[src/rtl/spi_link_pkg.sv]
// Shared FPGA<->STM link definitions: frame width, master FSM states and frame layouts.
// Used by spi_frame_master and the slave_top responder side.
package spi_link_pkg;
    localparam int FRAME_W = 32;
    localparam int BIT_W   = $clog2(FRAME_W);

    typedef enum logic [2:0] {IDLE, LO, HI, HOLD, GAP} spim_state_t;

    // Command frame (master -> slave); etc[16]=stm_state[2], etc[13]=laser_fire_flag.
    typedef struct packed {
        logic [7:0]  motor_x;
        logic [6:0]  motor_y;
        logic [16:0] etc;
    } spi_cmd_t;

    // Report frame (slave -> master).
    typedef struct packed {
        logic [9:0]  enemy_x;
        logic [8:0]  enemy_y;
        logic [12:0] etc;
    } spi_rpt_t;

    localparam int RPT_RED_DETECTED    = 12;
    localparam int RPT_TARGET_ON_BOX   = 11;
    localparam int RPT_LASER_COMPLETE  = 10;
    localparam int CMD_LASER_FIRE_FLAG = 13;
endpackage

[src/rtl/spi_frame_master_if.sv]
// Host-side request/response bus of the SPI frame master.
// slave = the master block serving requests; master = the requester driving start/tx_frame.
interface spi_frame_master_if
    import spi_link_pkg::*;
();
    logic               start;
    logic [FRAME_W-1:0] tx_frame;
    logic               busy;
    logic               done;
    logic [FRAME_W-1:0] rx_frame;

    modport slave  (input  start, tx_frame, output busy, done, rx_frame);
    modport master (output start, tx_frame, input  busy, done, rx_frame);
endinterface

[src/rtl/spi_half_tick.sv]
// SCLK half-period counter: tick on the last of DIV enabled cycles, load restarts at 0.
// Latency: tick is combinational on the count; no backpressure.
module spi_half_tick #(
    parameter int DIV = 50
) (
    input  logic clk,
    input  logic reset,
    input  logic load,
    input  logic en,
    output logic tick
);
    localparam int CW = (DIV > 1) ? $clog2(DIV) : 1;

    logic [CW-1:0] cnt;

    assign tick = en && (cnt == CW'(DIV - 1));

    always_ff @(posedge clk or negedge reset) begin
        if (!reset)       cnt <= '0;
        else if (load)    cnt <= '0;
        else if (en)      cnt <= cnt + CW'(1);
    end
endmodule

[src/rtl/spi_frame_master.sv]
// SPI mode-0 master: one FRAME_W-bit full-duplex frame per accepted start, MSB first.
// start->done is 1+(2*FRAME_W+1)*CLK_DIV cycles; start is ignored while busy (no queueing).
module spi_frame_master
    import spi_link_pkg::*;
#(
    parameter int CLK_DIV = 50,
    parameter int GAP_CYC = 8
) (
    input  logic              clk,
    input  logic              reset,
    spi_frame_master_if.slave bus,
    output logic              sclk,
    output logic              mosi,
    output logic              cs,
    input  logic              miso
);
    localparam int GW = $clog2(GAP_CYC + 1);

    spim_state_t        state, state_nxt;
    logic               tick, accept, shift, sample, finish;
    logic [BIT_W-1:0]   bit_cnt;
    logic [GW-1:0]      gap_cnt;
    logic [FRAME_W-1:0] tx_sh, rx_sh, rx_q;
    logic               busy_q, done_q;
    logic               miso_meta, miso_s;

    assign bus.busy     = busy_q;
    assign bus.done     = done_q;
    assign bus.rx_frame = rx_q;

    spi_half_tick #(.DIV(CLK_DIV)) u_half_tick (
        .clk   (clk),
        .reset (reset),
        .load  (state_nxt != state),
        .en    (state == LO || state == HI || state == HOLD),
        .tick  (tick)
    );

    always_ff @(posedge clk or negedge reset) begin
        if (!reset) state <= IDLE;
        else        state <= state_nxt;
    end

    // The IDLE cycle in which start is accepted is itself a cs-high cycle, so the
    // GAP state lasts GAP_CYC-1 cycles to keep back-to-back frames GAP_CYC apart.
    always_comb begin
        state_nxt = state;
        accept    = 1'b0;
        shift     = 1'b0;
        sample    = 1'b0;
        finish    = 1'b0;
        case (state)
            IDLE: if (bus.start) begin
                state_nxt = LO;
                accept    = 1'b1;
            end
            LO:   if (tick) state_nxt = HI;
            HI:   if (tick) begin
                sample = 1'b1;
                if (bit_cnt == BIT_W'(FRAME_W - 1)) begin
                    state_nxt = HOLD;
                end else begin
                    state_nxt = LO;
                    shift     = 1'b1;
                end
            end
            HOLD: if (tick) begin
                finish    = 1'b1;
                state_nxt = (GAP_CYC > 1) ? GAP : IDLE;
            end
            GAP:  if (gap_cnt == GW'(GAP_CYC - 2)) state_nxt = IDLE;
            default: state_nxt = IDLE;
        endcase
    end

    always_ff @(posedge clk or negedge reset) begin
        if (!reset) begin
            miso_meta <= 1'b0;
            miso_s    <= 1'b0;
        end else begin
            miso_meta <= miso;
            miso_s    <= miso_meta;
        end
    end

    // Pin outputs are registered from the next state so sclk/cs/mosi never glitch.
    always_ff @(posedge clk or negedge reset) begin
        if (!reset) begin
            sclk    <= 1'b0;
            cs      <= 1'b1;
            mosi    <= 1'b0;
            busy_q  <= 1'b0;
            done_q  <= 1'b0;
            rx_q    <= '0;
            tx_sh   <= '0;
            rx_sh   <= '0;
            bit_cnt <= '0;
            gap_cnt <= '0;
        end else begin
            sclk    <= (state_nxt == HI);
            cs      <= (state_nxt == IDLE) || (state_nxt == GAP);
            busy_q  <= (state_nxt != IDLE);
            done_q  <= finish;
            gap_cnt <= (state == GAP) ? gap_cnt + GW'(1) : '0;
            if (accept) begin
                tx_sh   <= bus.tx_frame;
                mosi    <= bus.tx_frame[FRAME_W-1];
                bit_cnt <= '0;
            end else if (shift) begin
                tx_sh   <= tx_sh << 1;
                mosi    <= tx_sh[FRAME_W-2];
                bit_cnt <= bit_cnt + BIT_W'(1);
            end else if (finish) begin
                mosi    <= 1'b0;
            end
            if (sample) rx_sh <= {rx_sh[FRAME_W-2:0], miso_s};
            if (finish) rx_q  <= rx_sh;
        end
    end
endmodule

[src/flat_wrapper.sv]
// flat-port wrapper written by rule: the top's interface ports become plain ports
module spi_frame_master_flat import spi_link_pkg::*;
#(
    parameter int CLK_DIV = 50,
    parameter int GAP_CYC = 8
)
  (clk, reset, sclk, mosi, cs, miso, bus_start, bus_tx_frame, bus_busy, bus_done, bus_rx_frame);
  spi_frame_master_if bus_i ();
  input  logic clk;
  input  logic reset;
  output logic sclk;
  output logic mosi;
  output logic cs;
  input  logic miso;
  input wire logic [$bits(bus_i.start)-1:0] bus_start;
  input wire logic [$bits(bus_i.tx_frame)-1:0] bus_tx_frame;
  output wire logic [$bits(bus_i.busy)-1:0] bus_busy;
  output wire logic [$bits(bus_i.done)-1:0] bus_done;
  output wire logic [$bits(bus_i.rx_frame)-1:0] bus_rx_frame;
  assign bus_i.start = bus_start;
  assign bus_i.tx_frame = bus_tx_frame;
  assign bus_busy = bus_i.busy;
  assign bus_done = bus_i.done;
  assign bus_rx_frame = bus_i.rx_frame;
  spi_frame_master #(.CLK_DIV(CLK_DIV), .GAP_CYC(GAP_CYC)) u_core (.clk(clk), .reset(reset), .bus(bus_i), .sclk(sclk), .mosi(mosi), .cs(cs), .miso(miso));
endmodule
[config.mk]
export PLATFORM = sky130hd
export DESIGN_NAME = spi_frame_master_flat
export DESIGN_NICKNAME = d
export VERILOG_FILES = /design/src/rtl/spi_link_pkg.sv /design/src/rtl/spi_frame_master_if.sv /design/src/rtl/spi_half_tick.sv /design/src/rtl/spi_frame_master.sv /design/src/flat_wrapper.sv
export SDC_FILE = /design/constraint.sdc
export NUM_CORES = 1
export LEC_CHECK = 0
export ABC_AREA = 1
export CORE_ASPECT_RATIO = 0.9
export CORE_MARGIN = 2
export CORE_UTILIZATION = 59
export CTS_CLUSTER_DIAMETER = 150
export CTS_CLUSTER_SIZE = 8
export DETAILED_ROUTE_END_ITERATION = 16
export MAX_ROUTING_LAYER = met4
export PLACE_DENSITY = 0.81
export SYNTH_ARGS = -nofsm -noshare
export SYNTH_HDL_FRONTEND = slang
export SYNTH_SLANG_ARGS = --single-unit
[constraint.sdc]
create_clock -name clk -period 4.6 [get_ports clk]
set_input_delay 0.69 -clock clk [delete_from_list [all_inputs] [get_ports clk]]
set_output_delay 0.69 -clock clk [all_outputs]
set_load 0.01 [all_outputs]
==> results of run 1 <==
==> area by class of cell <==
class | count | area share [%]
multi-input combinational | 339 | 27.6
tap | 119 | 2.28
clock inverter | 14 | 3.43
clock buffer | 17 | 6.34
inverter | 55 | 3.16
sequential | 120 | 46.0
timing repair buffer | 74 | 11.2
==> worst max-delay path by stage <==
stage	endpoint	slack, ns	depth (start not counted)
floorplan	u_core.tx_sh[10]	3.04	11
global placement	u_core.mosi	2.49	6
detailed placement	u_core.u_half_tick.cnt[0]	2.43	9
CTS	cs	2.34	1
global route	u_core.u_half_tick.cnt[4]	2.20	9
finish	cs	2.35	1
==> stage by stage <==
step	hold WS, ns	cells	worst slack, ns	power (W)	utilization, %
floorplan	0.331	536	3.04	0.00108	-
global placement	0.374	707	2.49	0.00113	68.8
detailed placement	0.372	707	2.43	0.00113	68.8
CTS	0.174	738	2.34	0.00255	76.3
global route	0.204	738	2.20	0.00260	76.3
finish	0.161	738	2.35	0.00253	76.3
==> synth_stat cells (2+ instances only) <==
| cell | n | area share, % |
|---|---|---|
| buf_6 | 12 | 2.6 |
| buf_2 | 7 | 0.67 |
| nand3_2 | 2 | 0.38 |
| nand2_1 | 178 | 13 |
| o21ai_1 | 3 | 0.29 |
| inv_2 | 5 | 0.36 |
| nor2_1 | 7 | 0.51 |
| inv_1 | 50 | 3.6 |
| a21oi_1 | 3 | 0.29 |
| o21a_1 | 2 | 0.29 |
| o211ai_1 | 2 | 0.29 |
| nor2_2 | 9 | 1.1 |
| xor2_1 | 6 | 1.0 |
| nand3_1 | 38 | 3.7 |
| ha_1 | 6 | 1.4 |
| dfrtp_1 | 119 | 57 |
| o21ai_0 | 31 | 3.0 |
| nand2_4 | 4 | 0.87 |
| o21ai_2 | 32 | 5.4 |
| nor2_4 | 4 | 0.87 |
| nand3_4 | 2 | 0.67 |
| nand4_1 | 3 | 0.36 |
| buf_4 | 2 | 0.29 |
==> per-layer routing <==
layer / vias up / track usage (%) / wire length, um
li1: 1837 / - / -
met1: 1832 / 31.3 / 4400
met2: 90 / 37.1 / 5260
met3: 15 / 5.23 / 401
met4: 0 / 9.87 / 161
met5: - / - / 0
==> where the power goes <==
part	internal, W	total [W]	switching [W]
Sequential	0.00106	0.00106	0.000000387
Clock	0.000936	0.00142	0.000486
Combinational	0.0000266	0.0000510	0.0000244
Total	0.00202	0.00253	0.000511
==> flip-flops by register name, summed over array words and instances (netlist names) <==
| signal | flops |
|---|---|
| u_core.bit_cnt | 5 |
| u_core.tx_sh | 31 |
| u_core.mosi | 1 |
| u_core.rx_sh | 32 |
| u_core.sclk | 1 |
| u_core.miso_meta | 1 |
| u_core.u_half_tick.cnt | 6 |
| u_core.bus.busy | 1 |
| u_core.bus.rx_frame | 32 |
| u_core.gap_cnt | 4 |
| u_core.bus.done | 1 |
| u_core.miso_s | 1 |
| u_core.cs | 1 |
| u_core.state | 3 |
==> kinds of logic (layout without fill, tap and decap cells) <==
logic type / count (synthesis) / in the layout / synth area share, %
AOI/OAI and AO/OA: 75 / 75 / 10.0
xor gates and xnor gates: 7 / 7 / 1.18
adders and majority gates: 6 / 6 / 1.44
buffers and inverters: 77 / 160 / 7.60
DFF: 120 / 120 / 57.7
muxes: 1 / 1 / 0.192
and+or+nand+nor: 250 / 250 / 21.8
==> key figures, run 1 <==
Clocking
  – CTS H-tree depth: 4
  – CTS-repair resized insts: 0
  – # clock sinks: 120
  – Clk Latency, worst-skew pair: 0.52 ns
  – Setup Buffers After CTS: 0
  – CTS Root Cell: clkbuf_8
  – Hold_buf cts: 0
  – TritonCTS Buffers: 17
  – Reg clk slew, reported paths: 0.06 ns
  – TritonCTS clock tree: yes
  – Clock Path Buffers: 2

Routing
  – Wirelength per Cell: 13.8 um
  – Vias per inst: between 5 and 6
  – DRC viols: 0
  – Total iterations of the first detailed-routing run: 5
  – Post-DRT Antenna Nets: 0
  – First DRT Iteration DRCs: 260
  – DR vias: 3774
  – WL final: 10200 um

Synthesis
  – Dominant register cell in the synthesized netlist: dfrtp_1
  – YS warnings: 0
  – Mapped Cells: 536
  – Mapped Avg Cell Area: 9.71 um2
  – Ys async rst share: 100%
  – EDFF count, synth: 0
  – Library cells used by synthesis: 32
  – Synthesized area: roughly 5200 um2
  – Seq/Total Area, Yosys: between 50 and 60%
  – Syn nets: 578
  – Seq cells post-synth: 120

Die
  – Row cnt: 32
  – Die Ht: between 90 and 100 um
  – Die X: 103 um
  – Starting Density: 60.7%
  – Total core area: approximately 8600 um2
  – Die area: 9590 um2
  – IO Pins: 73

Worst setup path
  – CP bufs+invs: 1
  – R2r endpoint: u_core.u_half_tick.cnt[4]
  – Setup crit start: u_core.cs
  – Reg2reg start: u_core.u_half_tick.cnt[1]
  – Worst EP required: 3.91 ns
  – CP Launch Type: flip-flop
  – Crit path cell chain: clkdlybuf4s50_1
  – Family with the most delay on the worst path: buffers and inverters
  – Highest net fanout along the worst path: 1
  – CP max stage delay: roughly 0.54 ns
  – Crit path kind: flip-flop to output port
  – Arrival @ worst endpoint: 1.56 ns
  – Slowest stage cell, crit path: clkdlybuf4s50_1
  – Cells on worst reg2reg path: 9
  – CP Capture Type: output port
  – FF-to-FF setup slack: roughly 2.4 ns

Layout
  – Register area: between 3000 and 4000 um2
  – Layout cell share with drive strength beyond 1: 15.5%
  – Filler Cell Count: 584
  – Syn-to-layout area delta: 25.6%
  – Post-Layout Inst Area: 6540 um2
  – Most common cell after layout, fill and taps aside: nand2_1
  – Diode count: 0
  – Nets: approximately 650
  – Multi-input combinational cell area: around 1800 um2
  – Commonest non-fill, non-tap cells in the layout: 178 x nand2_1, 119 x dfrtp_1, 71 x clkdlybuf4s50_1, 50 x inv_1, 38 x nand3_1

Timing
  – Clk_skew: approximately 0.0069 ns
  – Worst-Margin Slew: 0.996 ns
  – Final setup violation count: 0
  – Final Hold Vio Count: 0
  – RSZ-0062 raised after global routing: false
  – Tcrit/Tclk final: 49.0%
  – Fmax: roughly 440 MHz
  – Setup TNS: 0 ns
  – Fin crit period: 2.25 ns
  – Max-slew violation count: 0
  – Slew HR: 33.4%

GRT
  – First-pass GRT wire length: 17200 um
  – Gr ovfl total: 0
  – Vias in the first global route: 3694
  – Gr usage total: 24.1%
  – Initial antenna violation count: 0
  – Largest net degree at the start of global routing: 66

Min path
  – Worst hold path type: primary input to async pin

Power and ir drop
  – Leakage: 2.84 nW
  – P per Cell Area: just under 400 nW/um2
  – Peak supply drop: 0.300 mV

Placed design
  – Area after DPL: about 6000 um2
  – Port Buffers: just over 70
  – Gpl congestion: 0.804
  – Post-DP HPWL: 6370 um

Run
  – Max_cap viols: 0

Outcome
  – Outcome: finished clean
No activity file was read; power rests on OpenSTA's default activity.
==> run 2: changes to the inputs <==
--- a/config.mk
+++ b/config.mk
@@ -8,12 +8,12 @@
 export ABC_AREA = 1
 export CORE_ASPECT_RATIO = 0.9
 export CORE_MARGIN = 2
-export CORE_UTILIZATION = 59
+export CORE_UTILIZATION = 54
 export CTS_CLUSTER_DIAMETER = 150
 export CTS_CLUSTER_SIZE = 8
 export DETAILED_ROUTE_END_ITERATION = 16
 export MAX_ROUTING_LAYER = met4
-export PLACE_DENSITY = 0.81
+export PLACE_DENSITY = 0.75
 export SYNTH_ARGS = -nofsm -noshare
 export SYNTH_HDL_FRONTEND = slang
 export SYNTH_SLANG_ARGS = --single-unit
==> constraint.sdc (replaced) <==
create_clock -name clk -period 2.25 [get_ports clk]
set_input_delay 0.3375 -clock clk [delete_from_list [all_inputs] [get_ports clk]]
set_output_delay 0.3375 -clock clk [all_outputs]
set_load 0.01 [all_outputs]
==> key figures, run 2 (synthesized netlist as in run 1, its figures left out) <==
Worst setup path
  – Worst EP required: 2.63 ns
  – FF-to-FF setup slack: about 0.35 ns
  – CP Capture Type: flip-flop
  – CP max stage delay: 0.40 ns
  – Highest net fanout along the worst path: 26
  – Slowest stage cell, crit path: dfrtp_1
  – CP bufs+invs: 2
  – CP Launch Type: flip-flop
  – Family with the most delay on the worst path: simple AND/OR/NAND/NOR gates
  – Crit path kind: flip-flop to flip-flop
  – Setup crit start: u_core.u_half_tick.cnt[1]
  – Cells on worst reg2reg path: 8
  – Arrival @ worst endpoint: ~2.3 ns
  – Reg2reg start: u_core.u_half_tick.cnt[1]
  – Crit path cell chain: inv_1, ha_1, nand3_2, nor2_8, nand2_2, buf_4, nand2_1, o21ai_0
  – R2r endpoint: u_core.rx_sh[21]

Layout
  – Syn-to-layout area delta: 26.9%
  – Register area: 3000 um2
  – Commonest non-fill, non-tap cells in the layout: 178 x nand2_1, 119 x dfrtp_1, 71 x clkdlybuf4s50_1, 50 x inv_1, 38 x nand3_1
  – Nets: 655
  – Most common cell after layout, fill and taps aside: nand2_1
  – Layout cell share with drive strength beyond 1: 16.1%
  – Diode count: 0
  – Multi-input combinational cell area: 1800 um2
  – Filler Cell Count: 698

Outcome
  – Outcome: finished clean

Power and ir drop
  – P per Cell Area: 768 nW/um2
  – Reg power frac: 42.7%
  – Comb pwr share: 2.1%
  – Switch share: between 20 and 25%
  – Net Sw Power: 0.00104 W
  – Leakage: 2.87 nW
  – Int Power: 0.00403 W
  – Clock Power Share: 55.2%
  – Peak supply drop: ~0.57 mV

Timing
  – Max-slew violation count: 0
  – WHS: 0.263 ns
  – Slew HR: 66.0%
  – Setup TNS: 0 ns
  – Fin crit period: 1.90 ns
  – Final Hold Vio Count: 0
  – Tcrit/Tclk final: a little over four fifths
  – Worst-Margin Slew: 0.509 ns
  – RSZ-0062 raised after global routing: false
  – Fmax: 527 MHz
  – Clk_skew: 0.00728 ns
  – Final setup violation count: 0

Die
  – Total core area: 9250 um2
  – IO Pins: 73
  – Row cnt: 33
  – Die area: 10400 um2
  – Die Ht: 97.1 um
  – Die X: roughly 110 um
  – Starting Density: 56.3%

Placed design
  – Post-DP HPWL: 6490 um
  – Gpl congestion: ~0.77
  – Port Buffers: 72

Run
  – Max_cap viols: 0

GRT
  – Initial antenna violation count: 0
  – Gr usage total: 21.1%
  – Gr ovfl total: 0
  – Vias in the first global route: 3739
  – Largest net degree at the start of global routing: 51
  – First-pass GRT wire length: 17000 um

Clocking
  – # clock sinks: 120
  – CTS H-tree depth: 4
  – Clk Latency, worst-skew pair: approximately 0.51 ns
  – TritonCTS clock tree: yes
  – Reg clk slew, reported paths: roughly 0.06 ns
  – CTS-repair resized insts: 0
  – Clock Path Buffers: 2
  – Setup Buffers After CTS: 0
  – CTS Root Cell: clkbuf_8
  – TritonCTS Buffers: 17

Routing
  – DR vias: 3739
  – DRC viols: 0
  – Total iterations of the first detailed-routing run: 4
  – First DRT Iteration DRCs: about 230
  – WL final: 9750 um
  – Wirelength per Cell: 13.0 um
  – Vias per inst: 5.00
  – Post-DRT Antenna Nets: 0

Min path
  – End of the worst hold path: u_core.miso_meta
  – Hold Crit Start: miso
  – Cells on Worst Hold Path: 1
  – Worst hold path type: primary input to flip-flop
-- run 2: changes by cell type in the layout (fill, tap and decap cells not counted) --
cell	before	now
clkinv_2	0	1
bufinv_16	5	4
buf_12	0	3
clkbuf_1	0	1
dlygate4sd3_1	0	1
buf_4	3	5
-- run 2: per-stage QoR --
| stage | utilization [%] | instance area (um2) | setup WS (ns) | cells | power (W) |
|---|---|---|---|---|---|
| floorplan | - | 5200 | 0.694 | 536 | 0.00220 |
| global placement | 64.6 | 5980 | 0.447 | 715 | 0.00231 |
| detailed placement | 64.6 | 5980 | 0.386 | 715 | 0.00231 |
| CTS | 71.4 | 6600 | 0.333 | 748 | 0.00511 |
| global route | 71.4 | 6600 | 0.180 | 748 | 0.00522 |
| finish | 71.4 | 6600 | 0.354 | 748 | 0.00507 |
-- run 2: worst reg2reg max path, stage by stage (launching register included) --
cell     delay, ns
dfrtp_1       0.40
inv_1         0.09
ha_1          0.17
nand3_2       0.13
nor2_8        0.19
nand2_2       0.28
buf_4         0.32
nand2_1       0.10
o21ai_0       0.10
-- run 2: final cells by class --
cell class,instances,share of cell area (%)
multi-input combinational,339,27.3
tap,122,2.31
inverter,55,3.13
clock inverter,14,3.01
sequential,120,45.5
clock buffer,18,6.33
timing repair buffer,80,12.4
-- run 2: worst max-delay path by stage --
| stage | end | slack [ns] | cells past startpoint |
|---|---|---|---|
| after floorplan | u_core.tx_sh[10] | 0.69 | 11 |
| after global placement | u_core.bit_cnt[2] | 0.45 | 10 |
| after detailed placement | u_core.rx_sh[19] | 0.39 | 7 |
| after CTS | cs | 0.33 | 1 |
| after global routing | u_core.rx_sh[21] | 0.18 | 8 |
| final | u_core.rx_sh[21] | 0.35 | 8 |
-- run 2: layer usage --
layer / track usage (%) / part of all wire, %
met1: 28.2 / 47
met2: 31.9 / 49
met3: 5.63 / 3.4
met4: 6.51 / 1.1
met5: - / 0
-- run 2: repair_timing --
action,in CTS,in global routing
endpoints found under the hold margin,30,0
hold buffers,1,0
setup endpoints to repair,0,0
-- run 2: power groups by stage --
stage | clock network (W) | registers, W | logic (W)
global placement | 0 | 0.00220 | 0.000111
finish | 0.00280 | 0.00216 | 0.000109
global route | 0.00294 | 0.00216 | 0.000122
CTS | 0.00284 | 0.00216 | 0.000113
detailed placement | 0 | 0.00220 | 0.000112
floorplan | 0 | 0.00220 | 0.00000000613
==> run 3: changes to the inputs <==
==> constraint.sdc (replaced) <==
create_clock -name clk -period 1.9 [get_ports clk]
set_input_delay 0.285 -clock clk [delete_from_list [all_inputs] [get_ports clk]]
set_output_delay 0.285 -clock clk [all_outputs]
set_load 0.01 [all_outputs]
==> key figures, run 3 (synthesized netlist as in run 1, its figures left out) <==
Timing
  – Final Hold Vio Count: 0
  – Slew HR: 61.0%
  – Tcrit/Tclk final: between 90% and 100%
  – Worst-Margin Slew: 0.585 ns
  – WHS: 0.228 ns
  – Final setup violation count: 0
  – Clk_skew: 0.00724 ns
  – RSZ-0062 raised after global routing: false
  – Fmax: 546 MHz
  – Fin crit period: 1.83 ns
  – Setup TNS: 0 ns
  – Max-slew violation count: 0

Clocking
  – TritonCTS clock tree: yes
  – # clock sinks: between 100 and 150
  – CTS Root Cell: clkbuf_8
  – Reg clk slew, reported paths: about 0.060 ns
  – Clock Path Buffers: 2
  – TritonCTS Buffers: 17
  – Clk Latency, worst-skew pair: 0.51 ns
  – CTS H-tree depth: 4

Worst setup path
  – CP bufs+invs: 1
  – Crit path cell chain: clkdlybuf4s50_1
  – Highest net fanout along the worst path: 1
  – CP max stage delay: 0.53 ns
  – Crit path kind: flip-flop to output port
  – Arrival @ worst endpoint: around 1.6 ns
  – Worst EP required: around 1.6 ns
  – CP Capture Type: output port
  – CP Launch Type: flip-flop
  – Family with the most delay on the worst path: buffers and inverters
  – Slowest stage cell, crit path: clkdlybuf4s50_1

Routing
  – Total iterations of the first detailed-routing run: 4
  – Post-DRT Antenna Nets: 0
  – WL final: 10000 um
  – First DRT Iteration DRCs: ~190
  – DR vias: approximately 3700
  – Wirelength per Cell: 13.3 um
  – Vias per inst: 4.93
  – DRC viols: 0

Power and ir drop
  – Comb pwr share: 2.3%
  – Clock Power Share: 55.4%
  – Net Sw Power: between 0.001 and 0.0015 W
  – Switch share: around a fifth
  – Int Power: 0.00481 W
  – Peak supply drop: 0.729 mV
  – P per Cell Area: 906 nW/um2
  – Reg power frac: between 40% and 50%
  – Leakage: 2.90 nW

Die
  – Die area: 10400 um2
  – Die Ht: between 90 and 100 um
  – Die X: 107 um
  – Total core area: 9250 um2
  – IO Pins: 73
  – Row cnt: 33
  – Starting Density: a little under three fifths

Placed design
  – Post-DP HPWL: 6460 um
  – Port Buffers: 72
  – Gpl congestion: 0.780

GRT
  – Largest net degree at the start of global routing: 45
  – Gr ovfl total: 0
  – Gr usage total: 21.7%
  – First-pass GRT wire length: 17400 um
  – Vias in the first global route: 3910
  – Initial antenna violation count: 0

Min path
  – Worst hold path type: primary input to flip-flop

Layout
  – Commonest non-fill, non-tap cells in the layout: 178 x nand2_1, 119 x dfrtp_1, 71 x clkdlybuf4s50_1, 50 x inv_1, 38 x nand3_1
  – Syn-to-layout area delta: 28.3%
  – Diode count: 0
  – Layout cell share with drive strength beyond 1: 16.8%
  – Most common cell after layout, fill and taps aside: nand2_1
  – Filler Cell Count: 696
  – Fin util: between 70% and 80%
  – Nets: 660

Run
  – Max_cap viols: 0

Outcome
  – Outcome: finished clean
==> run 3: changes by cell type in the layout (fill, tap and decap cells not counted), sizes merged <==
cell      delta
buf          +5
clkinv       -3
clkbuf       +1
clkinvlp     +1
inv          +1
==> run 3: stage by stage <==
stage	setup WS, ns	power [W]	instance area (um2)	std cells
final	0.0671	0.00605	6680	753
after global routing	0.00334	0.00623	6680	753
after CTS	0.0469	0.00609	6680	753
after detailed placement	0.0511	0.00275	6040	720
after global placement	0.181	0.00274	6040	720
after floorplan	0.344	0.00261	5200	536
==> run 3: path summary, 6_finish.rpt <==
kind	from	to	slack (ns)	cells past startpoint
setup / recovery	u_core.cs	cs	0.07	1
hold / removal	miso	u_core.miso_meta	0.23	1
setup reg to reg	u_core.bit_cnt[0]	u_core.tx_sh[26]	0.08	10
hold reg to reg	u_core.miso_meta	u_core.miso_s	0.43	0
max in group asynchronous	reset	u_core.bus.rx_frame[30]	0.97	3
min in group asynchronous	reset	u_core.bus.rx_frame[20]	0.33	2
==> run 3: timing repair <==
item | CTS | global route
buffers inserted | 0 | 0
hold endpoints to repair | 37 | 0
endpoints found under the setup margin | 2 | 0
hold buffers | 1 | 0
resized for setup | 1 | 0
==> run 3: routing by layer <==
layer / routed length, um / vias up / GRT usage, %
li1: - / 1855 / -
met1: 4460 / 1780 / 26.9
met2: 5060 / 72 / 35.4
met3: 390 / 9 / 4.76
met4: 92 / 0 / 7.30
met5: 0 / - / -
==> run 3: cell type report <==
type	instances	area, um2	share of cell area (%)
timing repair buffer	85	881	13.2
sequential	120	3000	45.0
clock buffer	19	432	6.47
multi-input combinational	339	1800	27.0
inverter	55	209	3.13
clock inverter	13	193	2.89
tap	122	153	2.29
==> run 3: power by group through the flow <==
stage / Clock [W] / Combinational (W) / Sequential, W
floorplan: 0 / 0.00000000710 / 0.00261
global placement: 0 / 0.000138 / 0.00261
detailed placement: 0 / 0.000141 / 0.00261
CTS: 0.00339 / 0.000143 / 0.00256
global route: 0.00352 / 0.000154 / 0.00256
finish: 0.00335 / 0.000138 / 0.00256
==> variant, RTL diff (flow settings as in run 2) <==
The 5 states of `spim_state_t` get a one-hot encoding in 5 bits.
--- a/src/rtl/spi_link_pkg.sv
+++ b/src/rtl/spi_link_pkg.sv
@@ -4,7 +4,7 @@
     localparam int FRAME_W = 32;
     localparam int BIT_W   = $clog2(FRAME_W);
 
-    typedef enum logic [2:0] {IDLE, LO, HI, HOLD, GAP} spim_state_t;
+    typedef enum logic [4:0] {IDLE = 5'b00001, LO = 5'b00010, HI = 5'b00100, HOLD = 5'b01000, GAP = 5'b10000} spim_state_t;
 
     // Command frame (master -> slave); etc[16]=stm_state[2], etc[13]=laser_fire_flag.
     typedef struct packed {
Behaviour: no difference found for any inputs over 10 cycles, from zero or initial values and one cycle with reset low; not proved beyond that.
==> variant against run 2 <==
Sequential cell count rose by 2. Area after synthesis rose by 1.3%. Clock skew is 0.0015 ns higher. Core utilization shrank 2.4 points. Wire length is 12% higher. Worst hold slack got worse by 0.084 ns. Die area up 1.3%. Setup slack got worse by 0.050 ns. Final area about the same. Synthesized cell count rose by 11%. Non-clock buffer count up 5.
Power is not compared: it rests on default switching activity, and its combinational part moved more than twofold at a synthesized area within 25%.
==> variant: results (changes against run 2) <==
- Status: complete, no violations
- Total Nets Final: 710 (+8.4%)
- Max Root-Sink Buffers: 2 (unchanged)
- Leakage: about 0.0031 uW
- Worst hold path class: in -> async
- Register area share after synthesis: 57.9% (+0.22 points)
- Synth async-reset ratio: 100% (unchanged)
- Post-synth top cells: 195 x nand2_1, 120 x dfrtp_1, 67 x nand3_1, 59 x o21ai_0, 56 x inv_1
- Top cells by area, synth: dfrtp_1 57%, nand2_1 14%, nand3_1 6.4%
- Vias in the first global route: 4004 (+7.1%)
- Root buffer cell: clkbuf_8
- First-pass DRT Iterations: 4 (unchanged)
- Port Buffer Count: 72 (unchanged)
- Crit Path Max Fanout: 27 (+3.8%)
- Via count: 4096 (+9.5%)
- Largest net degree at the start of global routing: 77 (+51%)
- Initial antenna violation count: 0 (unchanged)
- Layout cells sized above 1: 8.54% (-7.6 points)
- Clock-pin transition on the worst setup and hold timing paths: ~0.05 ns
- Fin Clk Skew: 0.00878 ns (+0.00150 ns)
- Number of library cell types mapped by synthesis: 27 (-16%)
- Ant. Diodes: 0 (unchanged)
- Post-CTS Setup Bufs: 0 (unchanged)
- Global placer's final weighted congestion: 0.835 (+9.2%)
- WL/cell: 13.6 um (+4.2%)
- Critical Path AT: 2.33 ns (+0.05 ns)
- Detail Placement HPWL: 7030 um (+8.3%)
- Syn Nets: 636 (+10%)
- Area of placed instances: 6070 sq um (+1.6%)
- First-pass GRT wire length: 18400 um (+8.0%)
- Layout fillers: 737 (+5.6%)
- CTS buffer count: 17 (unchanged)
- Rel. slew slack: 41.5% (-24 points)
- Global Route Usage Sum: 23.2% (+2.1 points)
- Initial DRC Count: 230 (+2.2%)
[variant: cell count changes in the layout (fill, tap and decap cells not counted), moves of 4 or more]
cell,delta
buf_4,+5
o21ai_0,+28
o21ai_2,-26
nor2_1,+11
nand2_1,+17
nor2_2,-5
nor2_4,-4
nand3_1,+29
inv_1,+6
[variant: cell type report]
type	instances	area share, %
Sequential cell	122	46.3
Clock buffer	22	6.71
Tap cell	126	2.39
Inverter	58	3.30
Multi-Input combinational cell	384	27.2
Clock inverter	8	1.12
Timing Repair Buffer	85	13.0
[variant: metrics by stage]
stage	power (uW)	hold WS, ns	utilization (%)	std cells	setup slack, ns
3_5_place_dp	3770	0.171	63.5	774	0.143
3_3_place_gp	3720	0.170	63.5	774	0.214
5_1_grt	6490	0.177	69.0	805	0.165
2_1_floorplan	3460	0.0419	-	594	0.646
4_1_cts	6190	0.170	69.0	805	0.295
6_report	6150	0.180	69.0	805	0.304
[variant: where the power goes]
group	switching (uW)	internal (uW)	total [uW]
combinational	635	404	1040
clock	939	1470	2410
sequential	181	2520	2700
total	1760	4400	6150
[variant: kinds of logic (layout without fill, tap and decap cells)]
family | after synthesis | count (layout) | synth area share, %
and+or+nand+nor | 297 | 297 | 24.1
DFF | 122 | 122 | 57.9
buffers and inverters | 88 | 173 | 7.97
AOI/OAI and AO/OA | 76 | 76 | 7.71
adders and majority gates | 6 | 6 | 1.42
xor gates and xnor gates | 5 | 5 | 0.831
[variant: what timing repair did]
| item | in CTS | in global routing |
|---|---|---|
| hold endpoints to repair | 84 | 0 |
| setup endpoints to repair | 0 | 0 |
| hold buffers | 1 | 0 |
[variant: worst paths after layout]
check | from | endpoint | slack, ns | depth (start not counted)
setup / recovery | u_core.state[3]$_DFF_PN0_ | u_core.bus.rx_frame[8]$_DFFE_PN0P_ | 0.30 | 7
hold reg to reg | u_core.miso_meta$_DFF_PN0_ | u_core.miso_s$_DFF_PN0_ | 0.35 | 0
hold / removal | reset | u_core.gap_cnt[2]$_DFF_PN0_ | 0.18 | 2
max in group asynchronous | reset | u_core.tx_sh[6]$_DFFE_PN0P_ | 1.37 | 3
setup reg to reg | u_core.state[3]$_DFF_PN0_ | u_core.bus.rx_frame[8]$_DFFE_PN0P_ | 0.30 | 7
min in group clk | miso | u_core.miso_meta$_DFF_PN0_ | 0.26 | 1
[variant: routing by layer]
metal / part of all wire, % / global-route usage (%) / wire, um
met3: 4.1 / 5.94 / 451
met2: 49 / 35.0 / 5320
met1: 46 / 30.0 / 4980
met5: 0 / - / 0
met4: 1.6 / 10.1 / 176
